### config.mk
export PLATFORM = sky130hd
export DESIGN_NAME = game_fsm
export DESIGN_NICKNAME = d
export VERILOG_FILES = /design/src/rtl/game_pkg.sv /design/src/rtl/result_timer.sv /design/src/rtl/game_fsm.sv
export SDC_FILE = /design/constraint.sdc
export NUM_CORES = 1
export LEC_CHECK = 0
export ABC_AREA = 1
export CORE_ASPECT_RATIO = 2
export CORE_MARGIN = 1.5
export CORE_UTILIZATION = 55
export DETAILED_ROUTE_END_ITERATION = 7
export PLACE_DENSITY = 0.76
export SLEW_MARGIN = 10
export SYNTH_ARGS = -nofsm -noshare
export SYNTH_HDL_FRONTEND = slang
export SYNTH_SLANG_ARGS = --single-unit
### constraint.sdc
create_clock -name clk -period 3 [get_ports clk]
set_input_delay 0.3 -clock clk [delete_from_list [all_inputs] [get_ports clk]]
set_output_delay 0.3 -clock clk [all_outputs]
set_load 0.03 [all_outputs]
### src/rtl/game_pkg.sv
// Shared types for the penalty-shootout match sequencer and its control bundle.
package game_pkg;

  localparam int unsigned SCORE_W = 4;
  localparam int unsigned ROUND_W = 4;

  typedef enum logic [2:0] {
    START   = 3'd0,
    KEEPER  = 3'd1,
    SHOOTER = 3'd2,
    WINNER  = 3'd3,
    LOOSER  = 3'd4
  } g_state_t;

  typedef enum logic {
    SOLO  = 1'b0,
    MULTI = 1'b1
  } g_mode_t;

  // Bundle consumed by screen selection, drawing and text blocks.
  typedef struct packed {
    g_state_t                 game_state;
    g_mode_t                  game_mode;
    logic [2*SCORE_W-1:0]     score;          // {opp, player}
    logic [ROUND_W-1:0]       round_counter;
    logic                     is_scored;
  } control_t;

  // Increment by en, holding at all-ones instead of wrapping.
  function automatic logic [SCORE_W-1:0] sat_inc(input logic [SCORE_W-1:0] v,
                                                 input logic en);
    if (en && (v != '1)) return v + SCORE_W'(1);
    return v;
  endfunction

endpackage

### src/rtl/result_timer.sv
// Result hold timer: counts RESULT_CYCLES after a start pulse; done_c marks the final cycle.
module result_timer #(
  parameter int unsigned RESULT_CYCLES = 65_000_000
) (
  input  logic clk,
  input  logic rst,
  input  logic start,
  output logic busy,
  output logic done_c
);

  localparam int unsigned CNT_W = $clog2(RESULT_CYCLES + 1);

  logic [CNT_W-1:0] cnt;

  assign done_c = (cnt == CNT_W'(1));

  // Down-counter loaded on start, idles at zero.
  always_ff @(posedge clk) begin
    if (!rst) begin
      cnt <= '0;
    end else if (start) begin
      cnt <= CNT_W'(RESULT_CYCLES);
    end else if (cnt != '0) begin
      cnt <= cnt - CNT_W'(1);
    end
  end

  // Busy flag mirrors a non-zero count.
  always_ff @(posedge clk) begin
    if (!rst) begin
      busy <= 1'b0;
    end else if (start) begin
      busy <= 1'b1;
    end else if (done_c) begin
      busy <= 1'b0;
    end
  end

endmodule

### src/rtl/game_fsm.sv
// Penalty-shootout match sequencer driving the control bundle.
// Optional macro GAME_SUDDEN_DEATH_EN: ties after regulation continue into sudden death.
module game_fsm
  import game_pkg::*;
#(
  parameter int unsigned ROUNDS        = 5,
  parameter int unsigned RESULT_CYCLES = 65_000_000
) (
  input  logic     clk,
  input  logic     rst,
  input  logic     start_req,
  input  logic     mode_sel,
  input  logic     shot_valid,
  input  logic     shot_goal,
  input  logic     restart_req,
  output control_t out_control
);

  localparam logic [ROUND_W-1:0] ROUNDS_C = ROUND_W'(ROUNDS);
  localparam logic [ROUND_W-1:0] ROUND_MAX = '1;

  g_state_t            state, state_n;
  g_mode_t             mode, mode_n;
  logic [SCORE_W-1:0]  p_score, p_score_n, o_score, o_score_n;
  logic [ROUND_W-1:0]  rounds, rounds_n, rounds_inc;
  logic                is_scored, is_scored_n;
  logic                timer_start, timer_busy, timer_done;

  result_timer #(.RESULT_CYCLES(RESULT_CYCLES)) u_timer (
    .clk    (clk),
    .rst    (rst),
    .start  (timer_start),
    .busy   (timer_busy),
    .done_c (timer_done)
  );

  // State and bundle registers.
  always_ff @(posedge clk) begin
    if (!rst) begin
      state     <= START;
      mode      <= MULTI;
      p_score   <= '0;
      o_score   <= '0;
      rounds    <= '0;
      is_scored <= 1'b0;
    end else begin
      state     <= state_n;
      mode      <= mode_n;
      p_score   <= p_score_n;
      o_score   <= o_score_n;
      rounds    <= rounds_n;
      is_scored <= is_scored_n;
    end
  end

  // Next-state, scoring and hold control.
  always_comb begin
    state_n     = state;
    mode_n      = mode;
    p_score_n   = p_score;
    o_score_n   = o_score;
    rounds_n    = rounds;
    is_scored_n = is_scored;
    timer_start = 1'b0;
    rounds_inc  = ROUND_W'(sat_inc(SCORE_W'(rounds), 1'b1));

    case (state)
      START: begin
        if (start_req) begin
          state_n     = SHOOTER;
          mode_n      = g_mode_t'(mode_sel);
          p_score_n   = '0;
          o_score_n   = '0;
          rounds_n    = '0;
          is_scored_n = 1'b0;
        end
      end
      SHOOTER: begin
        if (timer_busy) begin
          if (timer_done) begin
            is_scored_n = 1'b0;
            state_n     = KEEPER;
          end
        end else if (shot_valid) begin
          is_scored_n = shot_goal;
          p_score_n   = sat_inc(p_score, shot_goal);
          timer_start = 1'b1;
        end
      end
      KEEPER: begin
        if (timer_busy) begin
          if (timer_done) begin
            is_scored_n = 1'b0;
            rounds_n    = rounds_inc;
            if (rounds_inc < ROUNDS_C) begin
              state_n = SHOOTER;
            end else if (p_score > o_score) begin
              state_n = WINNER;
            end else if (p_score < o_score) begin
              state_n = LOOSER;
            end else begin
`ifdef GAME_SUDDEN_DEATH_EN
              state_n = (rounds_inc == ROUND_MAX) ? LOOSER : SHOOTER;
`else
              state_n = LOOSER;
`endif
            end
          end
        end else if (shot_valid) begin
          is_scored_n = shot_goal;
          o_score_n   = sat_inc(o_score, shot_goal);
          timer_start = 1'b1;
        end
      end
      WINNER, LOOSER: begin
        if (restart_req) begin
          state_n     = START;
          p_score_n   = '0;
          o_score_n   = '0;
          rounds_n    = '0;
          is_scored_n = 1'b0;
        end
      end
      default: state_n = START;
    endcase
  end

  // Bundle is driven straight from registers.
  always_comb begin
    out_control.game_state    = state;
    out_control.game_mode     = mode;
    out_control.score         = {o_score, p_score};
    out_control.round_counter = rounds;
    out_control.is_scored     = is_scored;
  end

endmodule

==> impl_results.rst, run 1 <==
.. list-table::
   :header-rows: 1

   * - Metric
     - Value
   * - Most common cell after layout, fill and taps aside
     - nand2_1
   * - Cell variety after synth
     - 34
   * - Setup repair after global routing missed its margin
     - false
   * - Num rows
     - 36
   * - Final critical delay including setup and external delays
     - 2030 ps
   * - Count of final max-slew check failures
     - 0
   * - Routed WL per cell
     - 14.9 µm
   * - Fill cell instance count of the final layout
     - 470
   * - CTS Buffer Depth
     - 2
   * - Number of buffers created by CTS
     - 5
   * - Number of hold buffers added after CTS
     - 0
   * - Outcome
     - finished, final reports clean
   * - PwrDens
     - 1140 nW/µm²
   * - Fraction of final layout cells with drive strength greater than 1
     - 0.116
   * - Number of warnings reported in the yosys synthesis log
     - 0
   * - Total number of vias
     - 2838
   * - DRC viols
     - 0
   * - Worst hold path class
     - reg2reg
   * - Synthesized netlist net count
     - 442
   * - Maximum clock frequency
     - 0.494 GHz
   * - Detailed-routing iteration count for the pre-antenna-repair pass
     - 5
   * - Number of standard cells after synthesis
     - 426
   * - Weighted congestion reported at the end of routability-driven placement
     - 0.874
   * - Worst VDD drop
     - 726 µV
   * - Final nets
     - 462
   * - Total die area
     - 5620 µm²
   * - IO Pins
     - 24
   * - Number of endpoints failing setup at the final stage
     - 0
   * - Later-pin clock latency in the skew report
     - 310 ps
   * - Total power
     - 3.63 mW
   * - Commonest cells after routing, fill and taps aside
     - 86 x nand2_1, 78 x nor2_1, 44 x dfxtp_1
   * - HPWL Detailed
     - 5840 µm
   * - Diode insertion count for antenna repair
     - 0
   * - DRC marker count from the first detailed-route iteration
     - 80
   * - Sum of negative setup slack
     - 0 ps
   * - Remaining global-route overflow
     - 0
   * - Number of max-cap violations
     - 0
   * - Post-CTS setup-driven buffer insertion count
     - 0
   * - Die outline width
     - 53.8 µm
   * - Largest fanout on the critical path
     - 22
   * - Antenna viol nets, final
     - 0
   * - Average vias per placed instance
     - 5.63
   * - CTS tree
     - yes
   * - Clock slew seen by the registers of the worst setup and hold paths
     - 90 ps
   * - Static leakage
     - 1.43 nW
   * - Pre-CTS setup slack
     - 1010 ps
   * - Required time of the critical path
     - 3200 ps
   * - Synthesis-stage register bit count
     - 44
   * - Die Span Y
     - 105 µm
   * - Routed Wire Length
     - 7500 µm
   * - Share of the clock period used by the worst path after layout
     - 0.675
   * - Fraction of the yosys area taken by sequential cells
     - 0.311
   * - Core footprint
     - 4910 µm²
   * - Data arrival time of the critical path
     - 2220 ps
   * - Number of global-route vias before repair
     - 2842
   * - Gates resized, CTS repair
     - 0
   * - Worst setup margin
     - 975 ps
   * - First-pass GRT wire length
     - 12400 µm
   * - TritonCTS sink count
     - 44
   * - Transition time at the pin with the least slew margin
     - 668 ps
   * - Number of antenna violations at the first check in global routing
     - 0
   * - Summed instance area of the synthesized netlist
     - 2840 µm²
   * - Final worst clock skew
     - 5.24 ps
   * - Number of levels in the clock H-tree
     - 2
   * - Initial Utilization
     - 0.578
   * - Root buf cell
     - clkbuf_8
   * - Kind of capture point of the worst setup path
     - flip-flop
   * - Global-route total usage across every layer
     - 0.300
   * - Post-synthesis to final-layout area growth
     - 11.8%
   * - Average size of a mapped cell
     - 6.66 µm²
   * - Crit start category
     - flip-flop
   * - Critical path type
     - reg2reg
   * - Relative slew slack
     - 0.554
   * - Final Hold Fails
     - 0
   * - Largest net degree at the start of global routing
     - 23
   * - Hold slack
     - 491 ps
   * - Number of buffers inserted by port buffering
     - 23
-- synth_stat cells --
cell type,n,area (µm²)
a21oi_1,36,180
nand3_2,1,10.0
xnor2_1,4,35.0
nor2_8,1,20.0
a211oi_2,1,12.5
nand2_1,86,323
o21ai_1,1,5.00
nand2_4,4,45.0
clkbuf_1,2,7.51
buf_2,2,10.0
nor3_1,7,35.0
a31oi_1,3,18.8
nand3_1,31,155
nor2_2,6,37.5
o21ai_0,9,45.0
nor3_4,1,16.3
buf_4,2,15.0
inv_2,7,26.3
and2_1,1,6.26
nand2_2,13,81.3
or2_2,2,12.5
ha_1,9,113
o21bai_1,3,22.5
dfxtp_1,44,881
nand3b_1,4,30.0
nor2_1,78,293
nor2_4,3,33.8
nor3_2,3,30.0
nand3_4,1,17.5
buf_6,4,45.0
xor2_1,7,61.3
inv_1,41,154
nand4_1,8,50.1
o21ai_2,1,8.76
-- worst max-delay path: stages, from the launching register on --
cell and delay (ps):
dfxtp_1 350, inv_1 120, ha_1 260, nand2_2 140
nor2_4 160, nand2_2 90, nor2_2 130, nand2_2 280
nand3_1 190, xor2_1 150, nor2_1 50
-- stage by stage --
stage / std cells / cell area, µm² / utilization
after global placement: 496 / 3060 / 0.623
after detailed placement: 496 / 3060 / 0.623
final: 504 / 3170 / 0.646
after floorplan: 426 / 2840 / -
after global routing: 504 / 3170 / 0.646
after CTS: 504 / 3170 / 0.646
-- routing by layer --
| metal | GRT usage | up-vias | part of all wire |
|---|---|---|---|
| met5 | 0 | - | 0 |
| met4 | 0.212 | 0 | 0.076 |
| met3 | 0.0486 | 38 | 0.029 |
| met2 | 0.557 | 73 | 0.58 |
| met1 | 0.259 | 1322 | 0.32 |
| li1 | - | 1405 | - |
-- layout make-up --
cell class / count / area [µm²] / area share
multi-input combinational: 324 / 1700 / 0.535
sequential: 44 / 881 / 0.278
timing repair buffer: 23 / 230 / 0.0726
inverter: 48 / 180 / 0.0568
tap: 57 / 71.3 / 0.0225
clock buffer: 5 / 68.8 / 0.0217
clock inverter: 3 / 42.5 / 0.0134
-- path summary, 6_finish.rpt --
check / startpoint / cells past startpoint / slack, ps / endpoint
worst max-delay path: u_timer.cnt[0]$_SDFFE_PP0P_ / 10 / 970 / u_timer.cnt[11]$_SDFFE_PP0P_
worst min register to register: is_scored$_SDFFE_PN0P_ / 2 / 490 / is_scored$_SDFFE_PN0P_
worst max register to register: u_timer.cnt[0]$_SDFFE_PP0P_ / 10 / 970 / u_timer.cnt[11]$_SDFFE_PP0P_
worst min-delay path: is_scored$_SDFFE_PN0P_ / 2 / 490 / is_scored$_SDFFE_PN0P_
-- where the power goes --
| group | internal [mW] | switching [mW] | total, mW |
|---|---|---|---|
| Sequential | 0.772 | 0.210 | 0.982 |
| Combinational | 0.738 | 1.43 | 2.17 |
| Clock | 0.247 | 0.229 | 0.476 |
-- registers in the layout, summed over array words and instances, names as in the netlist --
signal and flops:
is_scored 1, u_timer.cnt 26, o_score 4, mode 1, state 3, p_score 4, rounds 4, u_timer.busy 1
-- cell families after synthesis --
kind of cell | after synthesis | synth area share
simple gates | 250 | 0.422
buf+inv | 58 | 0.0909
compound gates | 54 | 0.103
flops | 44 | 0.311
xor+xnor | 11 | 0.0340
fa+ha+maj | 9 | 0.0397
(Power assumes the default switching activity.)
==> inputs of run 2 (changes only) <==
==> constraint.sdc (replaced) <==
create_clock -name clk -period 1.9 [get_ports clk]
set_input_delay 0.19 -clock clk [delete_from_list [all_inputs] [get_ports clk]]
set_output_delay 0.19 -clock clk [all_outputs]
set_load 0.03 [all_outputs]
==> run 2 against run 1 <==
Effect of this change:
- non-clock buffer count grew 16
- clock power grew 18%
- register-to-register slack lost 820 ps
- critical endpoint is now u_timer.cnt[1]$_SDFFE_PP0P_
- highest routed layer unchanged
==> impl_results.rst, run 2 (synthesis results as in run 1) <==
.. list-table::
   :header-rows: 1

   * - Metric
     - Value
   * - Outcome
     - finished, final reports clean
   * - Final nets
     - 478 (+3.5%)
   * - Count of final max-slew check failures
     - 0 (unchanged)
   * - IO Pins
     - 24 (unchanged)
   * - CTS Buffer Depth
     - 2 (unchanged)
   * - Critical path launch point
     - u_timer.cnt[0]$_SDFFE_PP0P_
   * - Share of the clock period used by the worst path after layout
     - 0.917 (+0.242)
   * - Routed wire length on met3
     - 195 µm (-11%)
   * - Number of global-route vias before repair
     - 2890 (+1.7%)
   * - Final critical delay including setup and external delays
     - 1740 ps (-283 ps)
   * - Data arrival time of the critical path
     - 1920 ps (-300 ps)
   * - Diode insertion count for antenna repair
     - 0 (unchanged)
   * - Antenna viol nets, final
     - 0 (unchanged)
   * - Post-CTS setup-driven buffer insertion count
     - 0 (unchanged)
   * - Final worst clock skew
     - 5.74 ps (+0.503 ps)
   * - Kind of capture point of the worst setup path
     - flip-flop
   * - Later-pin clock latency in the skew report
     - 300 ps (about the same)
   * - Die Span Y
     - 105 µm (unchanged)
   * - Crit start category
     - flip-flop
   * - First-pass GRT wire length
     - 12600 µm (+2.3%)
   * - Register bank with the most flops
     - u_timer.cnt
   * - Min-delay src
     - u_timer.cnt[4]$_SDFFE_PP0P_
   * - Critical R2R Launch
     - u_timer.cnt[0]$_SDFFE_PP0P_
   * - Number of hold buffers added after CTS
     - 0 (unchanged)
   * - Post-synthesis to final-layout area growth
     - 15.0%
   * - Commonest cells after routing, fill and taps aside
     - 86 x nand2_1, 77 x nor2_1, 44 x dfxtp_1
   * - Transition time at the pin with the least slew margin
     - 471 ps (-198 ps)
   * - DRC viols
     - 0 (unchanged)
   * - Highest signal layer in the routed design
     - met4
   * - Num rows
     - 36 (unchanged)
   * - Average vias per placed instance
     - 5.51 (-2.1%)
   * - Global-route total usage across every layer
     - 0.302 (+0.00192)
   * - Sum of negative setup slack
     - 0 ps (unchanged)
   * - Static leakage
     - 1.50 nW (+4.7%)
   * - DRC marker count from the first detailed-route iteration
     - 83 (+3.8%)
   * - Core footprint
     - 4910 µm² (unchanged)
   * - Number of antenna violations at the first check in global routing
     - 0 (unchanged)
   * - Met2 routed WL
     - 4410 µm (+2.3%)
   * - Hold slack
     - 486 ps (-5.29 ps)
   * - Worst hold path class
     - reg2reg
   * - CTS tree
     - yes
   * - Total die area
     - 5620 µm² (unchanged)
   * - Largest net degree at the start of global routing
     - 21 (-8.7%)
   * - Clock slew seen by the registers of the worst setup and hold paths
     - 80 ps (about the same)
   * - Routed Wire Length
     - 7510 µm (+0.24%)
   * - Final Hold Fails
     - 0 (unchanged)
   * - Number of levels in the clock H-tree
     - 2 (unchanged)
   * - Worst VDD drop
     - 1090 µV (+50%)
   * - Setup repair after global routing missed its margin
     - false
   * - HPWL Detailed
     - 6070 µm (+4.0%)
   * - Number of flip-flops under the largest register name
     - 26 (unchanged)
   * - Total number of vias
     - 2861 (+0.81%)
   * - Fraction of final layout cells with drive strength greater than 1
     - 0.145 (+0.0287)
   * - Post-Route Utilization
     - 0.664 (+0.0181)
   * - Weighted congestion reported at the end of routability-driven placement
     - 0.888 (+1.6%)
   * - Number of buffers inserted by port buffering
     - 23 (unchanged)
   * - Most common cell after layout, fill and taps aside
     - nand2_1
   * - Total power
     - 5.70 mW (+57%)
   * - Critical path type
     - reg2reg
   * - Number of buffers created by CTS
     - 5 (unchanged)
   * - Number of max-cap violations
     - 0 (unchanged)
   * - Number of endpoints failing setup at the final stage
     - 0 (unchanged)
   * - Largest fanout on the critical path
     - 18 (-18%)
   * - Required time of the critical path
     - 2080 ps (-1120 ps)
   * - Remaining global-route overflow
     - 0 (unchanged)
   * - PwrDens
     - 1750 nW/µm² (+53%)
   * - Die outline width
     - 53.8 µm (unchanged)
   * - Detailed-routing iteration count for the pre-antenna-repair pass
     - 4 (-1)
   * - Relative slew slack
     - 0.684 (+0.130)
   * - TritonCTS sink count
     - 44 (unchanged)
   * - Initial Utilization
     - 0.578 (unchanged)
   * - Root buf cell
     - clkbuf_8
   * - Metal1 wirelength
     - 2470 µm (+3.3%)
   * - Maximum clock frequency
     - 0.574 GHz (+16%)
   * - Routed WL per cell
     - 14.5 µm (-2.7%)
run 2: cell types whose count changed in the layout (fill, tap and decap cells not counted), sizes merged:
| cell | change |
|---|---|
| bufinv | -1 |
| clkbuf | +1 |
| buf | +16 |
| clkinvlp | -1 |
run 2: layout make-up:
cell class	count	area, µm²
clock buffer	6	72.6
clock inverter	1	5.00
fill	469	1650
inverter	48	180
multi-input combinational	324	1700
sequential	44	881
tap	57	71.3
timing repair buffer	39	350
run 2: worst paths after layout:
check | endpoint | slack, ps | cells past startpoint
worst min-delay path | u_timer.cnt[4]$_SDFFE_PP0P_ | 490 | 2
worst min register to register | u_timer.cnt[4]$_SDFFE_PP0P_ | 490 | 2
worst max-delay path | u_timer.cnt[1]$_SDFFE_PP0P_ | 160 | 10
worst max register to register | u_timer.cnt[1]$_SDFFE_PP0P_ | 160 | 10
run 2: timing repair:
| action | CTS | global route |
|---|---|---|
| resized for setup | 0 | 1 |
| setup endpoints to repair | 0 | 2 |
| hold endpoints to repair | 0 | 0 |
run 2: report_power, final:
part | total [mW] | internal, mW | switching, mW
registers | 1.56 | 1.22 | 0.338
logic | 3.58 | 1.29 | 2.29
clock network | 0.564 | 0.251 | 0.313
total | 5.70 | 2.76 | 2.94
run 2: layer usage:
layer / vias to the layer above / track usage
met5: - / 0
met3: 34 / 0.0371
met2: 73 / 0.592
met4: 0 / 0.176
met1: 1315 / 0.255
li1: 1439 / -
run 2: critical path, stage by stage, from the launching register on:
cell and delay, ps:
dfxtp_1 340, inv_1 120, ha_1 220, nand2_2 120, nor2_4 120, nand2_2 80, nor2_2 120, nand2_2 100
buf_4 230, nor2_1 130, a211oi_2 40
run 2: stage by stage:
stage / setup slack, ps / cell area [µm²] / cells
after global placement: 251 / 3180 / 512
after floorplan: 240 / 2840 / 426
after global routing: 1.05 / 3260 / 519
after detailed placement: 184 / 3180 / 512
after CTS: 165 / 3260 / 519
final: 158 / 3260 / 519
==> inputs of run 3 (changes only) <==
--- a/config.mk
+++ b/config.mk
@@ -6,9 +6,9 @@
 export NUM_CORES = 1
 export LEC_CHECK = 0
 export ABC_AREA = 1
-export CORE_ASPECT_RATIO = 2
 export CORE_MARGIN = 1.5
 export CORE_UTILIZATION = 55
+export CTS_CLUSTER_DIAMETER = 150
 export DETAILED_ROUTE_END_ITERATION = 7
 export PLACE_DENSITY = 0.76
 export SLEW_MARGIN = 10
==> run 3 against run 2 <==
Effect of this change:
- routed wire length is 13% lower
- first-iteration DRC count is 41% higher
- power fell by 0.28%
- critical path depth unchanged
- setup slack better by 21 ps
- hold slack got worse by 9.5 ps
- critical endpoint is now u_timer.cnt[17]$_SDFFE_PN0P_
- largest power group unchanged
==> impl_results.rst, run 3 (synthesis results as in run 1) <==
.. list-table::
   :header-rows: 1

   * - Metric
     - Value
   * - Num rows
     - 25 (-31%)
   * - Die Span Y
     - 74.8 µm (-28%)
   * - Critical-path top delay cell
     - dfxtp_1
   * - Die outline width
     - 74.8 µm (+39%)
   * - Post-synthesis to final-layout area growth
     - 15.6%
   * - CTS Buffer Depth
     - 2 (unchanged)
   * - Worst VDD drop
     - 885 µV (-18%)
   * - Routed WL per cell
     - 12.4 µm (-14%)
   * - Final worst clock skew
     - 3.71 ps (-2.04 ps)
   * - Antenna viol nets, final
     - 0 (unchanged)
   * - Crit start category
     - flip-flop
   * - Relative slew slack
     - 0.657 (-0.0270)
   * - Remaining global-route overflow
     - 0 (unchanged)
   * - Share of the clock period used by the worst path after layout
     - 0.906 (-0.0110)
   * - First-pass GRT wire length
     - 11000 µm (-13%)
   * - Worst hold path class
     - in2reg
   * - Count of buffer and inverter cells on the critical path
     - 2 (unchanged)
   * - Routed Wire Length
     - 6520 µm (-13%)
   * - Weighted congestion reported at the end of routability-driven placement
     - 0.946 (+6.6%)
   * - Later-pin clock latency in the skew report
     - 290 ps (about the same)
   * - Transition time at the pin with the least slew margin
     - 511 ps (+40.2 ps)
   * - Final critical delay including setup and external delays
     - 1720 ps (-20.9 ps)
   * - Detailed-routing iteration count for the pre-antenna-repair pass
     - 4 (unchanged)
   * - Number of antenna violations at the first check in global routing
     - 0 (unchanged)
   * - Most common cell after layout, fill and taps aside
     - nand2_1
   * - Critical path type
     - reg2reg
   * - DRC marker count from the first detailed-route iteration
     - 117 (+41%)
   * - Outcome
     - finished, final reports clean
   * - Required time of the critical path
     - 2080 ps (about the same)
   * - Sum of negative setup slack
     - 0 ps (unchanged)
   * - Count of final max-slew check failures
     - 0 (unchanged)
   * - Average vias per placed instance
     - 5.10 (-7.5%)
   * - Number of buffers inserted by port buffering
     - 23 (unchanged)
   * - Fill cell instance count of the final layout
     - 444 (-5.3%)
   * - Number of flip-flops under the largest register name
     - 26 (unchanged)
   * - Final Hold Fails
     - 0 (unchanged)
   * - Number of global-route vias before repair
     - 2533 (-12%)
   * - Final nets
     - 475 (-0.63%)
   * - HPWL Detailed
     - 5000 µm (-18%)
   * - Kind of capture point of the worst setup path
     - flip-flop
   * - Number of endpoints failing setup at the final stage
     - 0 (unchanged)
   * - Register bank with the most flops
     - u_timer.cnt
   * - Data arrival time of the critical path
     - 1900 ps (-20 ps)
   * - PwrDens
     - 1730 nW/µm² (-0.82%)
   * - Number of hold buffers added after CTS
     - 0 (unchanged)
   * - Setup repair after global routing missed its margin
     - false
   * - Largest fanout on the critical path
     - 10 (-8)
   * - Maximum single-stage delay on the critical path
     - 340 ps (about the same)
   * - Global-route total usage across every layer
     - 0.255 (-0.0465)
   * - Number of max-cap violations
     - 0 (unchanged)
   * - Root buf cell
     - clkbuf_8
   * - Maximum clock frequency
     - 0.581 GHz (+1.2%)
   * - TritonCTS sink count
     - 44 (unchanged)
   * - Pre-CTS setup slack
     - 112 ps (-71.8 ps)
   * - CTS tree
     - yes
   * - Core footprint
     - 4850 µm² (-1.2%)
   * - Diode insertion count for antenna repair
     - 0 (unchanged)
   * - Total die area
     - 5600 µm² (-0.46%)
   * - Initial Utilization
     - 0.585 (+0.00731)
   * - Number of levels in the clock H-tree
     - 2 (unchanged)
   * - Total number of vias
     - 2688 (-6.0%)
   * - Fraction of final layout cells with drive strength greater than 1
     - 0.139 (-0.00589)
   * - Number of buffers created by CTS
     - 5 (unchanged)
   * - DRC viols
     - 0 (unchanged)
   * - Commonest cells after routing, fill and taps aside
     - 86 x nand2_1, 78 x nor2_1, 44 x dfxtp_1
   * - Static leakage
     - 1.50 nW (about the same)
   * - Worst setup margin
     - 179 ps (+20.9 ps)
   * - Largest net degree at the start of global routing
     - 21 (unchanged)
   * - Cell-by-cell listing of the critical path
     - inv_1 -> ha_4 -> nand2_2 -> nor2_4 -> nand2_2 -> nor2_2 -> nand2_4 -> buf_4 -> nand3_1 -> a21oi_1
   * - Gates resized, CTS repair
     - 0 (unchanged)
   * - Clock slew seen by the registers of the worst setup and hold paths
     - 80 ps (about the same)
   * - Cell with the most instances on the worst path
     - nand2_2
   * - IO Pins
     - 24 (unchanged)
   * - Cell family with most CP delay
     - simple AND/OR/NAND/NOR gates
   * - Post-CTS setup-driven buffer insertion count
     - 0 (unchanged)
## run 3: metal layers
metal | track usage | wire [µm]
met4 | 0.0929 | 182
met2 | 0.458 | 3140
met5 | 0 | 0
met3 | 0.0402 | 256
met1 | 0.308 | 2950
## run 3: worst paths after layout
path / cells after the start / slack [ps] / endpoint / startpoint
hold / removal: 3 / 480 / mode$_SDFFE_PN1P_ / mode_sel
setup / recovery: 10 / 180 / u_timer.cnt[17]$_SDFFE_PN0P_ / u_timer.cnt[0]$_SDFFE_PP0P_
hold reg to reg: 2 / 480 / mode$_SDFFE_PN1P_ / mode$_SDFFE_PN1P_
setup reg to reg: 10 / 180 / u_timer.cnt[17]$_SDFFE_PN0P_ / u_timer.cnt[0]$_SDFFE_PP0P_
## run 3: cell type report
| cell class | count | area, µm² | share of cell area |
|---|---|---|---|
| multi-input combinational | 324 | 1720 | 0.523 |
| sequential | 44 | 881 | 0.269 |
| timing repair buffer | 36 | 328 | 0.100 |
| inverter | 48 | 180 | 0.0550 |
| clock buffer | 8 | 90.1 | 0.0275 |
| tap | 67 | 83.8 | 0.0256 |
## run 3: per-stage QoR
stage	hold WS, ps	std cells	power, mW	instance area, µm²	util
2_1_floorplan	344	426	4.20	2840	-
3_3_place_gp	468	519	4.93	3170	0.654
3_5_place_dp	477	519	5.00	3170	0.654
4_1_cts	473	527	5.63	3260	0.673
5_1_grt	513	527	6.19	3280	0.676
6_report	477	527	5.68	3280	0.676
## run 3: power breakdown
| group | internal [mW] | switching (mW) |
|---|---|---|
| Combinational | 1.29 | 2.26 |
| Sequential | 1.22 | 0.313 |
| Clock | 0.297 | 0.310 |
| Total | 2.80 | 2.88 |
## run 3: tightest hold or removal path, cell delays in order
cell,delay (ps)
clkdlybuf4s50_1,390
nand3_1,80
nand3_1,60
